[config.mk]
export PLATFORM = sky130hd
export DESIGN_NAME = lsu_rmw
export DESIGN_NICKNAME = d
export VERILOG_FILES = /design/src/rtl/lsu_pkg.sv /design/src/rtl/lsu_lane.sv /design/src/rtl/lsu_rmw.sv
export SDC_FILE = /design/constraint.sdc
export NUM_CORES = 1
export LEC_CHECK = 0
export ABC_AREA = 1
export CAP_MARGIN = 40
export CORE_ASPECT_RATIO = 0.7
export CORE_UTILIZATION = 47
export CTS_BUF_LIST = sky130_fd_sc_hd__clkbuf_8
export DETAILED_ROUTE_END_ITERATION = 8
export HOLD_SLACK_MARGIN = 0.02
export PLACE_DENSITY_LB_ADDON = 0.1
export SLEW_MARGIN = 20
export SYNTH_ARGS = -nofsm -noshare
export SYNTH_HDL_FRONTEND = slang
export SYNTH_SLANG_ARGS = --single-unit
[constraint.sdc]
create_clock -name clk -period 7.2 [get_ports clk]
set_input_delay 1.44 -clock clk [delete_from_list [all_inputs] [get_ports clk]]
set_output_delay 1.44 -clock clk [all_outputs]
set_load 0.05 [all_outputs]
[src/rtl/lsu_pkg.sv]
// Shared definitions for the load/store unit: funct3 size encodings,
// FSM states and the default data-memory depth.
package lsu_pkg;

  localparam logic [2:0] F3_B  = 3'b000;
  localparam logic [2:0] F3_H  = 3'b001;
  localparam logic [2:0] F3_W  = 3'b010;
  localparam logic [2:0] F3_BU = 3'b100;
  localparam logic [2:0] F3_HU = 3'b101;

  localparam int DEPTH_DEFAULT = 10001;

  typedef enum logic {
    IDLE  = 1'b0,
    WRITE = 1'b1
  } state_t;

endpackage

[src/rtl/lsu_lane.sv]
// Byte/halfword lane logic: extract and extend sub-word loads, and merge
// sub-word store data into the word read back from memory.
module lsu_lane
  import lsu_pkg::*;
(
  input  logic [2:0]  funct3,
  input  logic [1:0]  off,
  input  logic [31:0] rd_word,
  input  logic [15:0] wdata,
  output logic [31:0] load_data,
  output logic [31:0] merged
);

  logic [7:0]  byte_sel;
  logic [15:0] half_sel;

  always_comb begin
    byte_sel = rd_word[7:0];
    case (off)
      2'd0:    byte_sel = rd_word[7:0];
      2'd1:    byte_sel = rd_word[15:8];
      2'd2:    byte_sel = rd_word[23:16];
      default: byte_sel = rd_word[31:24];
    endcase
    half_sel = off[1] ? rd_word[31:16] : rd_word[15:0];
  end

  always_comb begin
    load_data = rd_word;
    case (funct3)
      F3_B:    load_data = {{24{byte_sel[7]}}, byte_sel};
      F3_BU:   load_data = {24'h0, byte_sel};
      F3_H:    load_data = {{16{half_sel[15]}}, half_sel};
      F3_HU:   load_data = {16'h0, half_sel};
      default: load_data = rd_word;
    endcase
  end

  // funct3[0] separates halfword stores from byte stores
  always_comb begin
    merged = rd_word;
    if (funct3[0]) begin
      if (off[1]) merged[31:16] = wdata;
      else        merged[15:0]  = wdata;
    end else begin
      case (off)
        2'd0:    merged[7:0]   = wdata[7:0];
        2'd1:    merged[15:8]  = wdata[7:0];
        2'd2:    merged[23:16] = wdata[7:0];
        default: merged[31:24] = wdata[7:0];
      endcase
    end
  end

endmodule

[src/rtl/lsu_rmw.sv]
// Load/store unit in front of a word-only data memory. Sub-word stores run
// as a two-cycle read-modify-write that stalls the core for one cycle.
module lsu_rmw
  import lsu_pkg::*;
#(
  parameter int DEPTH = DEPTH_DEFAULT,
  parameter int CNT_W = 32
) (
  input  logic             clk,
  input  logic             rst,
  input  logic             req_valid,
  input  logic             req_we,
  input  logic [2:0]       req_funct3,
  input  logic [31:0]      req_addr,
  input  logic [31:0]      req_wdata,
  output logic [31:0]      rdata,
  output logic             stall,
  output logic             misaligned,
  output logic             fault,
  output logic [31:0]      mem_A,
  output logic             mem_WE,
  output logic [31:0]      mem_WD,
  input  logic [31:0]      mem_RD,
  output logic [CNT_W-1:0] rmw_count
);

  state_t      state, state_nxt;
  logic [31:0] lat_idx, lat_word;
  logic [31:0] widx;
  logic [1:0]  off;
  logic        mis_raw, flt_raw;
  logic [31:0] load_data, merged;

  assign widx = {2'b00, req_addr[31:2]};
  assign off  = req_addr[1:0];

  lsu_lane u_lane (
    .funct3    (req_funct3),
    .off       (off),
    .rd_word   (mem_RD),
    .wdata     (req_wdata[15:0]),
    .load_data (load_data),
    .merged    (merged)
  );

  always_comb begin
    case (req_funct3)
      F3_H, F3_HU: mis_raw = off[0];
      F3_W:        mis_raw = |off;
      default:     mis_raw = 1'b0;
    endcase
    flt_raw = (widx >= 32'(DEPTH)) || (req_funct3 == 3'b011) ||
              (req_funct3 == 3'b110) || (req_funct3 == 3'b111);
  end

  // Outputs are forced quiet while rst is high so a held store cannot write
  always_comb begin
    state_nxt  = state;
    mem_A      = widx;
    mem_WE     = 1'b0;
    mem_WD     = req_wdata;
    rdata      = 32'h0;
    stall      = 1'b0;
    misaligned = 1'b0;
    fault      = 1'b0;
    if (!rst) begin
      case (state)
        IDLE: begin
          if (req_valid) begin
            misaligned = mis_raw;
            fault      = !mis_raw && flt_raw;
            if (!mis_raw && !flt_raw) begin
              if (!req_we) begin
                rdata = load_data;
              end else if (req_funct3 == F3_W) begin
                mem_WE = 1'b1;
              end else begin
                stall     = 1'b1;
                state_nxt = WRITE;
              end
            end
          end
        end
        WRITE: begin
          mem_A     = lat_idx;
          mem_WD    = lat_word;
          mem_WE    = 1'b1;
          state_nxt = IDLE;
        end
        default: state_nxt = IDLE;
      endcase
    end
  end

  always_ff @(posedge clk or posedge rst) begin
    if (rst) begin
      state     <= IDLE;
      lat_idx   <= 32'h0;
      lat_word  <= 32'h0;
      rmw_count <= '0;
    end else begin
      state <= state_nxt;
      if (state == IDLE && state_nxt == WRITE) begin
        lat_idx  <= widx;
        lat_word <= merged;
      end
      if (state == WRITE) begin
        rmw_count <= rmw_count + CNT_W'(1);
      end
    end
  end

endmodule

# Word level (Yosys, flattened, before mapping)
# Index checks and enable logic that the tools add are counted.
totals:
  wordCells: 69
  in_bits: 103
  reg_bits: 95
  output_inout_bits: 132
classes:
  eq_ne: 9
  muxes: 40
  bitwise: 1
  order_cmp: 1
  n_reduce_logical: 13
  add_sub_neg: 1
op_table:
  columns: ["operator", "n"]
  rows:
  - ["$mux 32", 8]
  - ["$pmux 32 s4", 1]
  - ["$mux 30", 2]
  - ["$mux 16", 3]
  - ["$add 32x1->32 const B", 1]
  - ["$mux 8", 4]
  - ["$ge 30x14->1 const B", 1]
  - ["$pmux 8 s3", 1]
  - ["$mux 1", 18]
  - ["$eq 3x3->1 const B", 4]
  - ["$eq 3x2->1 const B", 2]
  - ["$pmux 1 s2", 3]
  - ["$reduce_or 2->1", 2]
  - ["$eq 3x1->1 const B", 1]
  - ["$logic_and 1x1->1", 3]
  - ["$logic_not 3->1", 1]
  - ["$logic_or 1x1->1", 3]
  - ["$reduce_or 3->1", 1]
  - ["$eq 2x1->1 const B", 1]
  - ["$eq 2x2->1 const B", 1]
  - ["$logic_not 1->1", 2]
  - ["$logic_not 2->1", 1]
  - ["$not 1->1", 1]

# Longest topological paths before layout
depth:
  ltp_word: 11
  ltp_mapped: 13
  ltp_nobuf: 11

# Modules after synthesis
# A second synthesis with hierarchy kept.
unflattened:
  hier_cells: 1106
  area_unflattened_um2: 7413.4
modules_own_cells:
  columns: ["module", "cells_per_inst", "area_per_inst_um2", "instances"]
  rows:
  - ["lsu_rmw", 721, 5569.1, 1]
  - ["lsu_lane", 385, 1844.3, 1]

# Worst setup path before layout
# No wires, ideal clock.
synth_timing:
  kind: "input -> output"
  start: "input rst"
  end: "output mem_A[14]"
  cell_stages: 5
  required_time_ps: 5760
  path_slack_ps: 176
  t_arrival_ps: 5584
  cell_sequence: "inv_1 nand2_1 buf_1 clkbuf_1 o21ai_0"
synth_via:
  elab_chain_cells: 1
synth_lines:
  columns: ["element", "line", "rtl"]
  rows:
  - ["from (decl)", "lsu_rmw.sv:10", "input logic rst,"]
  - ["$mux 30", "lsu_rmw.sv:66", "if (!rst) begin"]
  - ["to (decl)", "lsu_rmw.sv:20", "output logic [31:0] mem_A,"]
# Every way passes these cells.

# Final worst setup path
layout_timing:
  start: "input req_addr[1]"
  end: "output rdata[10]"
layout_via:
  elab_chain_cells: 8
  elab_cells_between_ends: 15
  classes_between: "2 x eq/ne; 9 x mux; 4 x reduce/logical"
layout_lines:
  columns: ["element", "line", "rtl"]
  rows:
  - ["from (decl)", "lsu_rmw.sv:14", "input logic [31:0] req_addr,"]
  - ["$eq 2x2->1 (tied with other cells)", "lsu_lane.sv:19", "case (off)"]
  - ["$pmux 8 s3 / $pmux 1 s2 (equally long branches)", "lsu_lane.sv:19, lsu_rmw.sv:47", null]
  - ["$pmux 32 s4 / $logic_not 1->1 (equally long branches)", "lsu_lane.sv:30, lsu_rmw.sv:72", null]
  - ["$mux 32 / $logic_and 1x1->1 (equally long branches)", "lsu_rmw.sv:73, lsu_rmw.sv:72", null]
  - ["$mux 32 (*)", "lsu_rmw.sv:72", "if (!mis_raw && !flt_raw) begin"]
  - ["$mux 32 (*)", "lsu_rmw.sv:69", "if (req_valid) begin"]
  - ["$mux 32 (*)", "lsu_rmw.sv:67", "case (state)"]
  - ["$mux 32 (*)", "lsu_rmw.sv:66", null]
  - ["to (decl)", "lsu_rmw.sv:16", "output logic [31:0] rdata,"]
# Mark *: on every way between the ends. The rest lies on a longest branch, timed or not.

==> impl_results.md <==
- Status: completed
- Share of cells above drive strength 1: 8.586%
- I/O pin cnt: 235
- Crit Path Class: primary input to primary output
- Port bufs: 232
- Die area: 14,710 sq um
- Asr flop ratio synth: 100.0%
- VDD IR max: 0.00008559 V
- Critical Path AT: 4.56 ns
- Root buffer cell: clkbuf_8
- Crit end category: primary output
- Max Root-Sink Buffers: 2
- Gpl congestion: 0.9202
- Grt ovf: 0
- Overall global routing resource usage: 30.21%
- Family with the most delay on the worst path: buffers and inverters
- Fillers: 1,210
- Area leader, netlist: dfrtp_1
- Vias per cell: 5.350
- Worst reg2reg path depth: 6
- CP Buf/Inv Count: 4
- CTS Sinks: 95
- Hold Crit Depth: 2
- Synth Instances: 951
- Final Hold Fails: 0
- Clock period minus worst slack: 5.997 ns
- Share of the synthesized area in the top cell type: 35.55%
- Fin Clk Skew: 0.007994 ns
- Final Setup Violations: 0
- Antenna cell count: 0
- Fin nets: 1,252
- CP required: 5.76 ns
- Drc violations: 0
- Post-DP Area: 9128 sq um
- CP max stage delay: 0.82 ns
- Crit-path most repeated cell: clkdlybuf4s50_1
- Leak pwr: 4.369 nW
- Top cells by area, synth: dfrtp_1, nand2_1, nor2_1
- Max frequency: 166.7 MHz
- Setup repair after global routing missed its margin: no
- Number of global-route vias before repair: 6,424
- Ys Warns: 0
- Drt wl/cell: 16.19 um
- Number of enable flip-flop cells after synthesis: 0
- CP Cell Sequence: clkdlybuf4s50_1, buf_4, inv_2, nand2_2, o21ai_4, nand3_2, nor2_1, clkdlybuf4s50_1
- Cts hold-fix bufs: 0
- Crit path launch type: primary input
- Crit Reg-Reg Endpoint: lat_word[26]$_DFFE_PP0P_
- Netlist cell types: 38
- Commonest non-fill, non-tap cell in the layout: nand2_1
- Post-route cell area: 9383 sq um
- Min Hold Slack: 0.4762 ns
- Sequential-to-total area share from yosys stat: 35.55%
- Seq cells post-synth: 95
- 1st-iter DRT viols: 577
- H-Tree Level Count: 3
- Post-Syn Area per Cell: 7.031 sq um
- Die height: 101.8 um
- First-pass GRT wire length: 34,060 um
- Max-slew violations: 0
- Slowest CP cell: clkdlybuf4s50_1
- Initial antenna violation count: 0
- Initial core utilization: 48.04%
- DRT Pass-1 Iters: 5
- Row cnt: 36
- Post-CTS resize count: 0
- Routed wire length: 21,740 um
- Post-synthesis cell area: 6686 sq um
- Num CTS Buffers: 9
- Number of max-cap violations: 0
- DIE WIDTH: 144.6 um
- R2r setup slk: 5.04 ns
- Reg2reg start: state$_DFF_PP0_
- Core area: 13,920 sq um
- Hold WC Path Type: flip-flop to flip-flop
- Setup TNS: 0 ns
- Final Total Pwr: 1.310 mW
- Most frequent cells in the layout: nand2_1, clkdlybuf4s50_1, nor2_1
- Clk_lat worst skew: 0.37 ns
- Largest net degree at the start of global routing: 49
- Commonest register cell after synthesis: dfrtp_1
- Clock transition at path regs: 0.09 ns
- Post-detail-place hpwl: 16,530 um
- Worst Max-Slew Pin Slew: 0.8236 ns
- Final ANT Viol Nets: 0
- CTS tree: built
- Post-route clock period utilization: 83.30%
- Post-CTS setup buffers: 0
- Power Dens Cells: 139.6 nW/um^2
- CP max FO: 32
- Via count: 7,185
- Relative slew margins: 44.67%
- Area delta synth->final: 40.33%
- Worst Hold Launch: lat_word[0]$_DFFE_PP0P_
- Hold Path End: lat_word[0]$_DFFE_PP0P_
-- how the worst max path moves through the flow --
| stage | start | endpoint | slack (ns) | cells after the start |
|---|---|---|---|---|
| 3_3_place_gp | req_funct3[1] | rdata[4] | 1.28 | 7 |
| 6_report | req_addr[1] | rdata[10] | 1.20 | 8 |
| 2_1_floorplan | rst | mem_A[14] | 0.18 | 5 |
| 4_1_cts | req_funct3[1] | rdata[4] | 1.22 | 7 |
| 3_5_place_dp | req_funct3[1] | rdata[10] | 1.21 | 7 |
| 5_1_grt | req_funct3[1] | rdata[2] | 0.93 | 7 |
-- synthesized netlist by cell type (2+ instances only) --
library cell,n
nand2_1,236
nor2_1,141
dfrtp_1,95
inv_1,83
nand4_1,72
o21ai_0,52
mux2_2,37
nand3_1,33
clkbuf_1,24
o22ai_1,24
buf_2,21
a21oi_1,19
nor3_1,13
xnor2_1,13
xor2_1,13
buf_1,8
o211ai_1,8
or2_2,8
a211oi_1,7
a32oi_1,7
buf_4,5
inv_2,5
buf_6,4
nand2_2,4
nand3_2,4
a31oi_1,2
o21ai_1,2
-- cell type report --
class	instances	area, sq um	share of cell area [%]
Multi-Input combinational cell	706	3696	39.39
Timing Repair Buffer	247	2477	26.40
Sequential cell	95	2377	25.34
Inverter	89	339.1	3.614
Tap cell	190	237.7	2.534
Clock buffer	11	151.4	1.614
Clock inverter	5	103.9	1.107
-- sequential cells by signal, summed over array words and instances (netlist names) --
signal	cells
lat_idx	30
lat_word	32
rmw_count	32
state	1
-- metal layers --
| layer | wire length [um] | part of all wire, % | track usage, % |
|---|---|---|---|
| met4 | 152 | 0.70 | 5.587 |
| met5 | 0 | 0 | 0 |
| met1 | 10570 | 49 | 45.19 |
| met2 | 9117 | 42 | 43.97 |
| met3 | 1904 | 8.8 | 7.660 |
-- worst min-delay path, cell delays in order (launching register included) --
cell     delay [ns]
dfrtp_1        0.35
nand2_1        0.05
nand2_1        0.04
-- through the flow --
stage | std cells | setup WS, ns | utilization, %
floorplan | 952 | 0.1757 | -
global placement | 1323 | 1.281 | 65.13
detailed placement | 1327 | 1.213 | 65.58
CTS | 1343 | 1.222 | 67.41
global route | 1343 | 0.9254 | 67.41
finish | 1343 | 1.203 | 67.41
-- power by group --
group | internal, mW | switching (mW) | total, mW
Sequential | 0.534 | 0.00243 | 0.537
Combinational | 0.128 | 0.206 | 0.335
Clock | 0.250 | 0.188 | 0.438
Total | 0.913 | 0.397 | 1.31
-- cell families (layout without fill, tap and decap cells) --
family / after synthesis / in the layout / synth area share (%)
buffers and inverters: 151 / 352 / 9.637
adder cells (fa/ha/maj): 1 / 1 / 0.1871
other: 1 / 2 / 0.05608
XOR/XNOR: 26 / 26 / 3.406
flip-flops: 95 / 95 / 35.55
AO/OA/AOI/OAI: 123 / 123 / 10.85
multiplexers: 37 / 37 / 6.231
AND/OR/NAND/NOR: 517 / 517 / 34.08
(Power assumes the default switching activity.)
